File: config.mk
export PLATFORM = sky130hd
export DESIGN_NAME = pipe_bcla_adder
export DESIGN_NICKNAME = d
export VERILOG_FILES = /design/src/rtl/pipe_bcla_pkg.sv /design/src/rtl/pipe_bcla_adder_bcla_group.sv /design/src/rtl/pipe_bcla_adder.sv
export SDC_FILE = /design/constraint.sdc
export NUM_CORES = 1
export LEC_CHECK = 0
export ABC_AREA = 1
export BUFFER_PORTS_ARGS = -buffer_cell sky130_fd_sc_hd__clkbuf_2
export CAP_MARGIN = 20
export CORE_UTILIZATION = 55
export CTS_CLUSTER_SIZE = 25
export DETAILED_ROUTE_END_ITERATION = 16
export PLACE_DENSITY_LB_ADDON = 0.12
export REMOVE_ABC_BUFFERS = 1
export SKIP_LAST_GASP = 1
export SYNTH_ARGS = -nofsm -noshare
export SYNTH_HDL_FRONTEND = slang
export SYNTH_HIERARCHICAL = 1
export SYNTH_SLANG_ARGS = --single-unit
File: constraint.sdc
create_clock -name clk -period 2.7 [get_ports clk]
set_clock_uncertainty 0.1 [all_clocks]
set_input_delay 0.81 -clock clk [delete_from_list [all_inputs] [get_ports clk]]
set_output_delay 0.81 -clock clk [all_outputs]
set_load 0.005 [all_outputs]
File: src/rtl/pipe_bcla_pkg.sv
// Shared constants and stage-1 record element types for the pipelined
// block carry look-ahead adder.
package pipe_bcla_pkg;

   localparam int unsigned DEFAULT_WIDTH = 32;
   localparam int unsigned DEFAULT_BLOCK = 4;

   // Per-bit propagate/generate pair.
   typedef struct packed {
      logic p;
      logic g;
   } bit_pg_t;

   // Per-block group generate/propagate pair.
   typedef struct packed {
      logic gg;
      logic gp;
   } grp_pg_t;

endpackage

File: src/rtl/pipe_bcla_adder_bcla_group.sv
// One carry look-ahead block: reduces BLOCK bits of P/G into the group
// generate and group propagate terms.
module bcla_group
   import pipe_bcla_pkg::*;
#(
   parameter int unsigned BLOCK = DEFAULT_BLOCK
) (
   input  logic [BLOCK-1:0] p,
   input  logic [BLOCK-1:0] g,
   output logic             gg,
   output logic             gp
);

   always_comb begin
      gg = g[0];
      gp = p[0];
      for (int unsigned i = 1; i < BLOCK; i++) begin
         gg = g[i] | (p[i] & gg);
         gp = gp & p[i];
      end
   end

endmodule

File: src/rtl/pipe_bcla_adder.sv
// Two-stage pipelined block carry look-ahead adder with valid/ready flow
// control. Define PIPE_BCLA_ADDER_OVF_EN to add the signed-overflow output.
module pipe_bcla_adder
   import pipe_bcla_pkg::*;
#(
   parameter int unsigned WIDTH = DEFAULT_WIDTH,
   parameter int unsigned BLOCK = DEFAULT_BLOCK
) (
   input  logic             clk,
   input  logic             rst_n,
   input  logic             in_valid,
   output logic             in_ready,
   input  logic [WIDTH-1:0] x,
   input  logic [WIDTH-1:0] y,
   input  logic             cin,
   input  logic             sub,
   output logic             out_valid,
   input  logic             out_ready,
   output logic [WIDTH-1:0] s,
   output logic             cout
`ifdef PIPE_BCLA_ADDER_OVF_EN
  ,output logic             ovf
`endif
);

   localparam int unsigned NGRP = WIDTH / BLOCK;

   if ((WIDTH % BLOCK) != 0 || BLOCK < 2 || WIDTH < BLOCK) begin : g_bad_cfg
      $error("pipe_bcla_adder: WIDTH must be a multiple of BLOCK, BLOCK >= 2, WIDTH >= BLOCK");
   end

   typedef struct packed {
      bit_pg_t [WIDTH-1:0] bits;
      grp_pg_t [NGRP-1:0]  grps;
      logic                cin;
   } stage1_t;

   logic [WIDTH-1:0] y_eff;
   logic [WIDTH-1:0] p_in;
   logic [WIDTH-1:0] g_in;
   logic [NGRP-1:0]  gg_in;
   logic [NGRP-1:0]  gp_in;
   stage1_t          s1_new;

   logic             adv1;
   logic             adv2;
   logic             v1_d, v1_q;
   logic             v2_d, v2_q;
   stage1_t          s1_d, s1_q;
   logic [WIDTH-1:0] s_d, s_q;
   logic             cout_d, cout_q;

   logic [NGRP:0]    blk_c;
   logic [WIDTH-1:0] sum_n;
   logic             carry;
   logic             term;
   logic             bit_c;
   logic             msb_cin;
`ifdef PIPE_BCLA_ADDER_OVF_EN
   logic             ovf_d, ovf_q;
`endif

   // ---------------- stage 1: per-bit and per-block P/G ----------------
   always_comb begin
      y_eff = sub ? ~y : y;
      p_in  = x ^ y_eff;
      g_in  = x & y_eff;
   end

   for (genvar k = 0; k < NGRP; k++) begin : g_grp
      bcla_group #(.BLOCK(BLOCK)) u_grp (
         .p  (p_in[k*BLOCK +: BLOCK]),
         .g  (g_in[k*BLOCK +: BLOCK]),
         .gg (gg_in[k]),
         .gp (gp_in[k])
      );
   end

   always_comb begin
      s1_new = '0;
      for (int unsigned i = 0; i < WIDTH; i++) begin
         s1_new.bits[i].p = p_in[i];
         s1_new.bits[i].g = g_in[i];
      end
      for (int unsigned k = 0; k < NGRP; k++) begin
         s1_new.grps[k].gg = gg_in[k];
         s1_new.grps[k].gp = gp_in[k];
      end
      s1_new.cin = cin;
   end

   // ---------------- stage 2: block carries and sum ----------------
   // Each block carry is a flat sum of products over the group terms below it,
   // so no carry ripples from block to block.
   always_comb begin
      blk_c    = '0;
      carry    = 1'b0;
      term     = 1'b0;
      blk_c[0] = s1_q.cin;
      for (int unsigned k = 1; k <= NGRP; k++) begin
         carry = s1_q.cin;
         for (int unsigned j = 0; j < k; j++) begin
            carry = carry & s1_q.grps[j].gp;
         end
         for (int unsigned j = 0; j < k; j++) begin
            term = s1_q.grps[j].gg;
            for (int unsigned m = j + 1; m < k; m++) begin
               term = term & s1_q.grps[m].gp;
            end
            carry = carry | term;
         end
         blk_c[k] = carry;
      end
   end

   always_comb begin
      sum_n   = '0;
      bit_c   = 1'b0;
      msb_cin = 1'b0;
      for (int unsigned k = 0; k < NGRP; k++) begin
         bit_c = blk_c[k];
         for (int unsigned b = 0; b < BLOCK; b++) begin
            if (k * BLOCK + b == WIDTH - 1) begin
               msb_cin = bit_c;
            end
            sum_n[k*BLOCK + b] = s1_q.bits[k*BLOCK + b].p ^ bit_c;
            bit_c = s1_q.bits[k*BLOCK + b].g | (s1_q.bits[k*BLOCK + b].p & bit_c);
         end
      end
   end

   // ---------------- handshake and next state ----------------
   always_comb begin
      adv2   = !v2_q || out_ready;
      adv1   = !v1_q || adv2;
      v1_d   = adv1 ? in_valid : v1_q;
      s1_d   = (adv1 && in_valid) ? s1_new : s1_q;
      v2_d   = adv2 ? v1_q : v2_q;
      s_d    = (adv2 && v1_q) ? sum_n : s_q;
      cout_d = (adv2 && v1_q) ? blk_c[NGRP] : cout_q;
   end

`ifdef PIPE_BCLA_ADDER_OVF_EN
   always_comb begin
      ovf_d = (adv2 && v1_q) ? (msb_cin ^ blk_c[NGRP]) : ovf_q;
   end
`endif

   always_ff @(posedge clk or negedge rst_n) begin
      if (!rst_n) begin
         v1_q   <= 1'b0;
         v2_q   <= 1'b0;
         s1_q   <= '0;
         s_q    <= '0;
         cout_q <= 1'b0;
      end else begin
         v1_q   <= v1_d;
         v2_q   <= v2_d;
         s1_q   <= s1_d;
         s_q    <= s_d;
         cout_q <= cout_d;
      end
   end

`ifdef PIPE_BCLA_ADDER_OVF_EN
   always_ff @(posedge clk or negedge rst_n) begin
      if (!rst_n) begin
         ovf_q <= 1'b0;
      end else begin
         ovf_q <= ovf_d;
      end
   end

   always_comb begin
      ovf = ovf_q;
   end
`else
   logic unused_msb_cin;
   always_comb begin
      unused_msb_cin = msb_cin;
   end
`endif

   always_comb begin
      in_ready  = adv1;
      out_valid = v2_q;
      s         = s_q;
      cout      = cout_q;
   end

endmodule

; ---- Word-level counts from Yosys, hierarchy flattened
; Cells that the tools add are included.
; W data, S select, Z words.
[word_totals]
ff_bits = 108
input_bits = 70
output_inout_bits = 35
elab_cells = 311
[classes]
mux = 1
n_bitwise = 227
reduce_logical = 6
[ops]
columns = operator, count
row1 = $and A1 B1 Y1, 108
row2 = $or A1 B1 Y1, 84
row3 = $and A32 B32 Y32, 1
row4 = $mux W32, 1
row5 = $not A32 Y32, 1
row6 = $xor A1 B1 Y1, 32
row7 = $xor A32 B32 Y32, 1
row8 = $logic_and A1 B1 Y1, 2
row9 = $logic_not A1 Y1, 2
row10 = $logic_or A1 B1 Y1, 2

; ---- Logic depth before layout (Yosys ltp)
; Gate-level depths: netlist of run 1.
[logic_depth]
ltp_word = 21
mapped_depth = 14
mapped_depth_nobuf = 14

; ---- By module
; The synthesis of run 1 kept the hierarchy.
[by_module_without_submodules]
columns = module, instances, cells_each, area_per_inst_um2, seq_area_each_um2
row1 = pipe_bcla_adder, 1, 453, 5355.1, 2702.6
row2 = bcla_group, 8, 10, 41.3, 0.0

; ---- Least setup slack after synthesis of run 1
; OpenSTA, ideal clock, no wires.
[synth_path]
path_kind = reg-to-reg
startpoint = register s1_q[2] in the netlist's numbering
endpoint = register s_q[31], in the netlist s[31]
setup_time_ns = 0.129
arrival_ns = 2.234
required_time_ns = 2.471
setup_slack_ns = 0.237
path_stages_with_launch = 15
path_buffers = 0
synth_period_minus_slack_ns = 2.463
cell_sequence = dfrtp_1 nor2_1 nand2_1 nand3_1 nand2_1 nand3_1 a21boi_0 ha_1 or2_2 ha_1 or2_2 ha_1 nor2_1 xor2_1 o21ai_0
[synth_via]
elab_chain_cells = 20
[synth_lines]
columns = item, line_no
row1 = from (decl), pipe_bcla_adder.sv:49  ; stage1_t s1_d, s1_q;
row2 = from (signal assigned), pipe_bcla_adder.sv:153  ; s1_q <= '0;
row3 = from (signal assigned), pipe_bcla_adder.sv:159  ; s1_q <= s1_d;
row4 = $and A1 B1 Y1 (6 in series), pipe_bcla_adder.sv:108  ; term = term & s1_q.grps[m].gp;
row5 = $or A1 B1 Y1 (7 in series), pipe_bcla_adder.sv:110  ; carry = carry | term;
row6 = $and A1 B1 Y1, pipe_bcla_adder.sv:127  ; bit_c = s1_q.bits[k*BLOCK + b].g | (s1_q.bits[k*BLOCK + b].p & bit_c);
row7 = $or A1 B1 Y1, pipe_bcla_adder.sv:127
row8 = $and A1 B1 Y1, pipe_bcla_adder.sv:127
row9 = $or A1 B1 Y1, pipe_bcla_adder.sv:127
row10 = $and A1 B1 Y1, pipe_bcla_adder.sv:127
row11 = $or A1 B1 Y1, pipe_bcla_adder.sv:127
row12 = $xor A1 B1 Y1, pipe_bcla_adder.sv:126  ; sum_n[k*BLOCK + b] = s1_q.bits[k*BLOCK + b].p ^ bit_c;
row13 = to (signal assigned), pipe_bcla_adder.sv:154  ; s_q <= '0;
row14 = to (signal assigned), pipe_bcla_adder.sv:160  ; s_q <= s_d;
row15 = to (decl), pipe_bcla_adder.sv:50  ; logic [WIDTH-1:0] s_d, s_q;
; No other way between the ends.
; A chain may end at the register's enable or synchronous reset.

; ---- Worst setup path in the final report of run 1
[layout_path]
startpoint = register s1_q[4] in the netlist's numbering
endpoint = register s_q[15], in the netlist s[15]
[layout_via]
elab_chain_cells = 10
[layout_lines]
columns = item, line_no
row1 = $and A1 B1 Y1, pipe_bcla_adder.sv:108
row2 = $or A1 B1 Y1 (2 in series), pipe_bcla_adder.sv:110
row3 = $and A1 B1 Y1, pipe_bcla_adder.sv:127
row4 = $or A1 B1 Y1, pipe_bcla_adder.sv:127
row5 = $and A1 B1 Y1, pipe_bcla_adder.sv:127
row6 = $or A1 B1 Y1, pipe_bcla_adder.sv:127
row7 = $and A1 B1 Y1, pipe_bcla_adder.sv:127
row8 = $or A1 B1 Y1, pipe_bcla_adder.sv:127
row9 = $xor A1 B1 Y1, pipe_bcla_adder.sv:126
; No other way between the ends.

==> flow_summary.toml, run 1 <==
[route]
post_drt_wl_per_cell_um = 13.7
first_iter_violations = 153
vias = 3874
first_pass_iters = 4
drc_errors = 0
wl_um = 10700
drtAntennaViolNets = 0
avgViaCountPerCell = 4.96

[sta]
fin_ws_ns = 0.123
period_needed_ns = 2.58
tightest_slew_ns = 0.419
final-max-slew-violation-count = 0
timing.fmax_mhz = 388
hold_violations = 0
setup_violations = 0
maxSlewHeadroom_pct = 72.1
period_share_pct = 95.5

[worst_setup_path]
crit_start = "s1_q[4]"
rrSetupSlack_ns = 0.12
endpoint_kind = "flop"
required_ns = 2.85
start_kind = "flop"
r2r-start = "s1_q[4]"
crit_type = "flop to flop"
critPathMaxFanout = 2
worstPathArrival_ns = 2.73

[logic_synthesis]
synthTopCellsByArea = "dfrtp_1 (48%), mux2_2 (13%), ha_1 (12%)"
yosys_warnings = 6
async_flop_share_pct = 100
ys_seq_area_share_pct = 47.5
synth_ff_type = "dfrtp_1"
yosysTopAreaCell = "dfrtp_1"
yosysTopAreaCellShare_pct = 47.5
syn_avg_cell_area_um2 = 10.7
synth_cells = 533
synth.most_common_cell = "nand2_1"
synth_common_cells = "nand2_1 (135), dfrtp_1 (108), mux2_2 (67)"
yosysUniqueCellTypes = 21
synth_edf_count = 0
synth_area_um2 = 5690
ys_ff_latch = 108

[global_route]
grt_pass1_wl_um = 18400
grt_use_total_pct = 21.3
overflow = 0
grt_pass1_vias = 3886
grt_antenna_before_repair = 0
grt_max_degree = 81

[clock_tree]
htree_levels = 3
numCtsBuffers = 9
clk_latency_ns = 0.36
cts.sinks = 108
clk_pin_slew_ns = 0.09
cts_tree = "built"
clk_path_buf_depth = 2
root_buffer = "clkbuf_8"

[pwr]
ir_worst_vdd_uv = 398
swShare_pct = 32.2
leakage_nw = 3.54
p_int_mw = 3.32
seq_power_share_pct = 47.9
power_density_nw_per_um2 = 740
p_switching_mw = 1.58
clkPwrFrac_pct = 19.0
combPwrFrac_pct = 33.1

[die]
dieArea_um2 = 10700
die_y_um = 104
ios = 105
start_util_pct = 57.4
coreArea_um2 = 9910
rows = 36
die_w_um = 104

[layout]
regArea_um2 = 2700
finalNetCount = 769
fill_cells = 812
area_growth_pct = 16.4
insertedDiodeCount = 0
multi_input_area_um2 = 2810
drive_above_1_share_pct = 36.6
fin_cells = 781

[placement]
dpl_worst_slack_ns = -0.000437
place_congestion = 0.792
dp_cells = 764
numPortBuffers = 104
hpwl_um = 7930

[run_status]
status = "complete, no violations"

[hold_path]
hold_class = "input pin to async pin"

[run]
cap_violations = 0
## registers in the layout, indices dropped and copies added (netlist names)
| name | cells |
|---|---|
| out_valid | 1 |
| term | 1 |
| v1_q | 1 |
| s | 32 |
| s1_q | 71 |
| blk_c | 1 |
| cout | 1 |
## layout by cell type (no fill, tap or decap)
cell and instances:
inv_2 1, clkbuf_8 12, o21ai_0 5, clkinv_2 1
inv_1 25, nand3_4 1, nor2_2 2, a21oi_1 15
buf_4 11, nor2_1 24, or2_4 1, clkbuf_2 103
ha_1 54, a21oi_2 1, xor2_1 40, ha_4 1
ha_2 1, nand2_2 11, nand3_2 3, nand2_4 2
nand2_1 131, dfrtp_1 108, nand3_1 1, clkbuf_1 3
a31o_2 1, a21o_1 1, mux2_2 67, o21ai_1 3
or2_2 15, buf_12 3, a21boi_1 1
## worst paths after layout
path | to | cells after the start
max in group asynchronous | s1_q[13] | 2
min in group clk | s[22] | 2
setup / recovery | s[15] | 12
setup reg to reg | s[15] | 12
hold reg to reg | s[22] | 2
hold / removal | s[6] | 1
## through the flow
step	cell area (µm²)	util (%)	hold WS (ns)	total power [mW]	setup TNS (ns)
global route	6620	66.8	0.262	5.27	-0.0157
floorplan	5550	-	0.371	3.28	0
finish	6620	66.8	0.250	4.89	0
CTS	6550	66.1	0.247	4.91	0
global placement	6360	64.2	0.364	3.90	0
detailed placement	6360	64.2	0.365	3.97	-0.000437
## critical path: stages, from the launching register on
cell and delay, ns:
dfrtp_1 0.41, nor2_2 0.12, nand2_2 0.07, buf_4 0.13, a31o_2 0.19, ha_1 0.17, or2_2 0.30, ha_1 0.17
or2_2 0.29, ha_1 0.18, nor2_1 0.11, xor2_1 0.15, o21ai_1 0.07
## cells by family after synthesis
family          after synthesis  share of synthesized area [%]
simple gates                191                           14.0
flops                       108                           47.5
mux                          67                           13.3
fa+ha+maj                    56                           12.3
buf+inv                      44                           4.18
xor+xnor                     40                           6.16
compound gates               27                           2.53
## repair_timing
item | 4_1_cts | 5_1_grt
buffers inserted | 0 | 1
pin swaps | 0 | 12
endpoints found under the setup margin | 2 | 4
hold buffers | 0 | 0
resized for setup | 1 | 19
## layout make-up
class                           instances  area share, %
Inverter                               26           1.48
Tap cell                              133           2.52
Clock inverter                          1         0.0757
Clock buffer                           15           2.67
Timing Repair Buffer                  117           9.95
Multi-Input combinational cell        381           42.5
Sequential cell                       108           40.9
## power by group through the flow
stage	sequential [mW]	combinational (mW)	clock, mW
global placement	2.34	1.56	0
global route	2.41	1.84	1.02
detailed placement	2.37	1.60	0
floorplan	2.34	0.942	0
finish	2.34	1.62	0.930
CTS	2.34	1.61	0.961
## per-layer routing
metal / routed length (µm) / global-route usage [%] / vias up
met5: 0 / 0 / -
met4: 133 / 6.73 / 0
met3: 318 / 2.83 / 11
met2: 5020 / 34.9 / 74
met1: 5230 / 29.4 / 1835
li1: - / - / 1954
Power figures use the tool's default switching activity.
==> run 2, diff against run 1 <==
Settings changed: CTS_BUF_LIST set to sky130_fd_sc_hd__clkbuf_16.
==> run 2 against run 1 <==
Against the previous run: first-iteration DRC count fell by 0.65%; maximum frequency fell by 0.13%; hold slack improved by 0.033 ns; clock-buffer cell count fell by 6; final cell count did not move; clock power rose by 24%; setup slack got worse by 0.0032 ns; critical endpoint unchanged.
==> flow_summary.toml, run 2 (synthesized netlist as in run 1, its figures left out) <==
[run_status]
status = "complete, no violations"

[worst_setup_path]
path_buf_inv = 1
crit_type = "flop to flop"
max_stage_delay_ns = 0.40
critPathMaxFanout = 2
worstPathArrival_ns = 2.70
endpoint_kind = "flop"
path_common_cell = "ha_1"
path_cells = "nor2_2 > nand2_2 > buf_4 > a31o_2 > ha_1 > or2_2 > ha_1 > or2_2 > ha_1 > nor2_1 > xor2_1 > o21ai_1"
start_kind = "flop"
cp_slowest_cell = "dfrtp_1"
required_ns = 2.82
cp_top_family = "simple AND/OR/NAND/NOR gates"

[layout]
finalNetCount = 769
layout_commonest_cell = "nand2_1"
drive_above_1_share_pct = 36.0
fin_cells = 781
utilization_pct = 67.4
largest_reg_flops = 71
design_area_um2 = 6680
area_growth_pct = 17.6
most-common-layout-cells = "nand2_1 (131), dfrtp_1 (108), clkbuf_2 (103)"
insertedDiodeCount = 0
regMostFlops = "s1_q"

[route]
vias = 3894
drtAntennaViolNets = 0
avgViaCountPerCell = 4.99
first_iter_violations = 152
wl_um = 10800
post_drt_wl_per_cell_um = 13.9
drc_errors = 0
first_pass_iters = 4

[clock_tree]
root_buffer = "clkbuf_16"
clk_latency_ns = 0.33
cts.sinks = 108
cts_tree = "built"
clk_pin_slew_ns = 0.07
hold_buffers = 0
numCtsBuffers = 9
htree_levels = 3
clk_path_buf_depth = 2

[global_route]
grt_max_degree = 81
grt_use_total_pct = 21.4
grt_pass1_wl_um = 18600
overflow = 0
grt_antenna_before_repair = 0
grt_pass1_vias = 3852

[sta]
setup_violations = 0
final-max-slew-violation-count = 0
fin_ws_ns = 0.120
setup_tns_ns = 0
hold_ws_ns = 0.283
maxSlewHeadroom_pct = 70.3
period_share_pct = 95.6
tightest_slew_ns = 0.446
hold_violations = 0
period_needed_ns = 2.58
timing.fmax_mhz = 388

[placement]
dpl_worst_slack_ns = -0.000437
dp_cells = 764
place_area_um2 = 6360
numPortBuffers = 104
place_congestion = 0.792
hpwl_um = 7930

[die]
ios = 105
dieArea_um2 = 10700
die_w_um = 104
rows = 36
coreArea_um2 = 9910
die_y_um = 104
start_util_pct = 57.4

[pwr]
leakage_nw = 3.59
finalPower_mw = 5.12
p_int_mw = 3.51
seq_power_share_pct = 45.9
power_density_nw_per_um2 = 766
ir_worst_vdd_uv = 504
p_switching_mw = 1.61
swShare_pct = 31.4
clkPwrFrac_pct = 22.4
combPwrFrac_pct = 31.7

[run]
cap_violations = 0

[hold_path]
hold_class = "input pin to async pin"
[run 2: final timing paths]
kind	cells past startpoint	end	slack, ns	start
max	12	s[15]	0.12	s1_q[4]
min	1	s[6]	0.28	rst_n
max reg2reg	12	s[15]	0.12	s1_q[4]
min reg2reg	2	s[7]	0.38	s[7]
max in group asynchronous	2	s1_q[80]	1.62	rst_n
min in group clk	2	s[7]	0.38	s[7]
[run 2: area by class of cell]
type | count | area, µm²
Clock buffer | 9 | 225
Clock inverter | 7 | 27.5
Fill cell | 795 | 3230
Inverter | 26 | 97.6
Multi-Input combinational cell | 381 | 2810
Sequential cell | 108 | 2700
Tap cell | 133 | 166
Timing Repair Buffer | 117 | 658
[run 2: repair_timing]
| action | 4_1_cts | 5_1_grt |
|---|---|---|
| gates resized for setup | 1 | 18 |
| pin swaps | 0 | 12 |
| hold endpoints to repair | 0 | 0 |
| buffers inserted | 0 | 1 |
| endpoints found under the setup margin | 2 | 4 |
[run 2: metal layers]
layer	global-route usage [%]	part of all wire [%]	vias up
li1	-	-	1952
met1	30.6	49	1861
met2	34.3	47	71
met3	4.15	3.0	10
met4	3.98	0.81	0
met5	0	0	-
[run 2: power groups by stage]
stage | combinational, mW | sequential, mW | clock [mW]
final | 1.62 | 2.35 | 1.15
after global routing | 1.85 | 2.41 | 1.26
after CTS | 1.61 | 2.34 | 1.18
after detailed placement | 1.60 | 2.37 | 0
after global placement | 1.56 | 2.34 | 0
after floorplan | 0.942 | 2.34 | 0
==> run 3, diff against run 2 <==
Settings changed: SYNTH_HIERARCHICAL 1 to unset.
==> run 3 against run 2 <==
Against the previous run: synthesized cell count is 15% higher; sequential cell count stayed put; combinational power shrank 12%; total power is 2.1% lower; final cell count grew 9.2%; critical path depth fell by 1; synthesized area is 2.2% lower; sequential share of layout area increased by 0.91 points; hold slack improved by 0.093 ns.
==> flow_summary.toml, run 3 <==
[run_status]
status = "complete, no violations"

[sta]
period_share_pct = 94.5
fin_ws_ns = 0.148
tightest_slew_ns = 1.03
setup_tns_ns = 0
timing.fmax_mhz = 392
setup_violations = 0
final-max-slew-violation-count = 0
period_needed_ns = 2.55
rsz0062_at_grt = "true"
maxSlewHeadroom_pct = 31.5
hold_violations = 0

[logic_synthesis]
synthTopCellsByArea = "dfrtp_1 (49%), nand2_1 (19%), ha_1 (13%)"
synth_xor_area_share_pct = 6.30
synth_mux_area_share_pct = 0
synth_edf_count = 0
syn_avg_cell_area_um2 = 9.06
yosysUniqueCellTypes = 28
yosysTopAreaCellShare_pct = 48.6
synth_cells = 614
synth.most_common_cell = "nand2_1"
yosysTopAreaCell = "dfrtp_1"
ys_ff_latch = 108
synth_area_um2 = 5560
synth-compound-area-share_pct = 5.17
synth_common_cells = "nand2_1 (275), dfrtp_1 (108), ha_1 (56)"
async_flop_share_pct = 100
yosys_warnings = 0
synth_top_family_by_area = "simple AND/OR/NAND/NOR gates"
yosys.area_share.simple_pct = 22.7
ys_seq_area_share_pct = 48.6
synthAdderAreaFrac_pct = 12.6
synth_ff_type = "dfrtp_1"

[clock_tree]
clk_path_buf_depth = 2
numCtsBuffers = 9
cts.sinks = 108
root_buffer = "clkbuf_16"
clk_pin_slew_ns = 0.07
clk_latency_ns = 0.34
hold_buffers = 0
htree_levels = 3
cts_tree = "built"

[route]
vias = 4297
first_pass_iters = 6
first_iter_violations = 186
drc_errors = 0
avgViaCountPerCell = 5.04
post_drt_wl_per_cell_um = 13.2
wl_um = 11300
drtAntennaViolNets = 0

[die]
ios = 105
die_w_um = 103
dieArea_um2 = 10500
start_util_pct = 56.9
coreArea_um2 = 9770
rows = 36
die_y_um = 103

[worst_setup_path]
crit_start = "s1_q[6]"
r2r-start = "s1_q[6]"
crit_type = "flop to flop"
required_ns = 2.80
reg2reg_depth = 11
endpoint_kind = "flop"
start_kind = "flop"
critPathMaxFanout = 3
worstPathArrival_ns = 2.66
rrSetupSlack_ns = 0.15
r2r-end = "s[19]"

[global_route]
grt_pass1_wl_um = 18800
grt_max_degree = 109
overflow = 0
grt_antenna_before_repair = 0
grt_use_total_pct = 23.2
grt_pass1_vias = 4228

[placement]
place_area_um2 = 6180
dp_cells = 834
dpl_worst_slack_ns = -0.0159
place_congestion = 0.814
hpwl_um = 7860
numPortBuffers = 104

[layout]
drive_above_1_share_pct = 22.2
design_area_um2 = 6540
regArea_um2 = 2700
largest_reg_flops = 71
fill_cells = 836
most-common-layout-cells = "nand2_1 (274), dfrtp_1 (108), clkbuf_2 (103)"
finalNetCount = 841
area_growth_pct = 17.5
layout_commonest_cell = "nand2_1"
multi_input_area_um2 = 2650
fin_cells = 853
regMostFlops = "s1_q"
insertedDiodeCount = 0

[pwr]
finalPower_mw = 5.01
power_density_nw_per_um2 = 767
ir_worst_vdd_uv = 382
leakage_nw = 3.68

[hold_path]
hold_depth = 2
worstHoldEndpoint = "s1_q[49]"
hold_class = "flop to flop"
worstHoldStart = "s1_q[49]"

[run]
cap_violations = 0
[run 3: stage by stage]
stage	hold WS (ns)	utilization, %
2_1_floorplan	0.341	-
3_5_place_dp	0.357	63.2
5_1_grt	0.394	66.9
4_1_cts	0.375	66.3
3_3_place_gp	0.354	63.2
6_report	0.375	66.9
[run 3: area by class of cell]
type | count | share of cell area [%]
clock buffer | 9 | 3.44
clock inverter | 7 | 1.05
inverter | 24 | 1.42
sequential | 108 | 41.3
tap | 133 | 2.55
timing repair buffer | 114 | 9.72
multi-input combinational | 458 | 40.5
[run 3: worst max-delay path by stage]
| stage | slack, ns | to | cells past startpoint |
|---|---|---|---|
| 5_1_grt | 0.005 | s[19] | 13 |
| 6_report | 0.15 | s[19] | 11 |
| 3_5_place_dp | -0.02 | s[31] | 16 |
| 3_3_place_gp | 0.07 | s[31] | 16 |
| 4_1_cts | 0.02 | s[31] | 16 |
| 2_1_floorplan | 0.08 | s1_q[1] | 6 |
[run 3: where the power goes]
part	switching [mW]	internal [mW]
combinational	0.782	0.651
clock	0.576	0.714
sequential	0.249	2.04
total	1.61	3.41
[run 3: cell families after synthesis]
logic type      Yosys count
simple gates            317
flops                   108
fa+ha+maj                56
buf+inv                  48
compound gates           45
xor+xnor                 40
[run 3: worst max-delay path, stage by stage, from the launching register on]
cell     delay, ns
dfrtp_1       0.40
a21oi_1       0.24
nand2_4       0.09
buf_4         0.14
ha_1          0.17
or2_2         0.30
ha_1          0.17
or2_2         0.29
ha_1          0.18
nor2_1        0.12
xor2_1        0.14
o21ai_0       0.08
[run 3: routing by layer]
layer	wire (µm)	vias up	global-route usage, %
li1	-	2154	-
met1	5270	2035	30.7
met2	5450	94	39.6
met3	346	14	2.37
met4	177	0	8.46
met5	0	-	0
[run 3: repair_timing]
| action | in CTS | in global routing |
|---|---|---|
| setup endpoints to repair | 1 | 2 |
| pin swaps | 1 | 8 |
| resized for setup | 0 | 13 |
| buffers inserted | 1 | 2 |
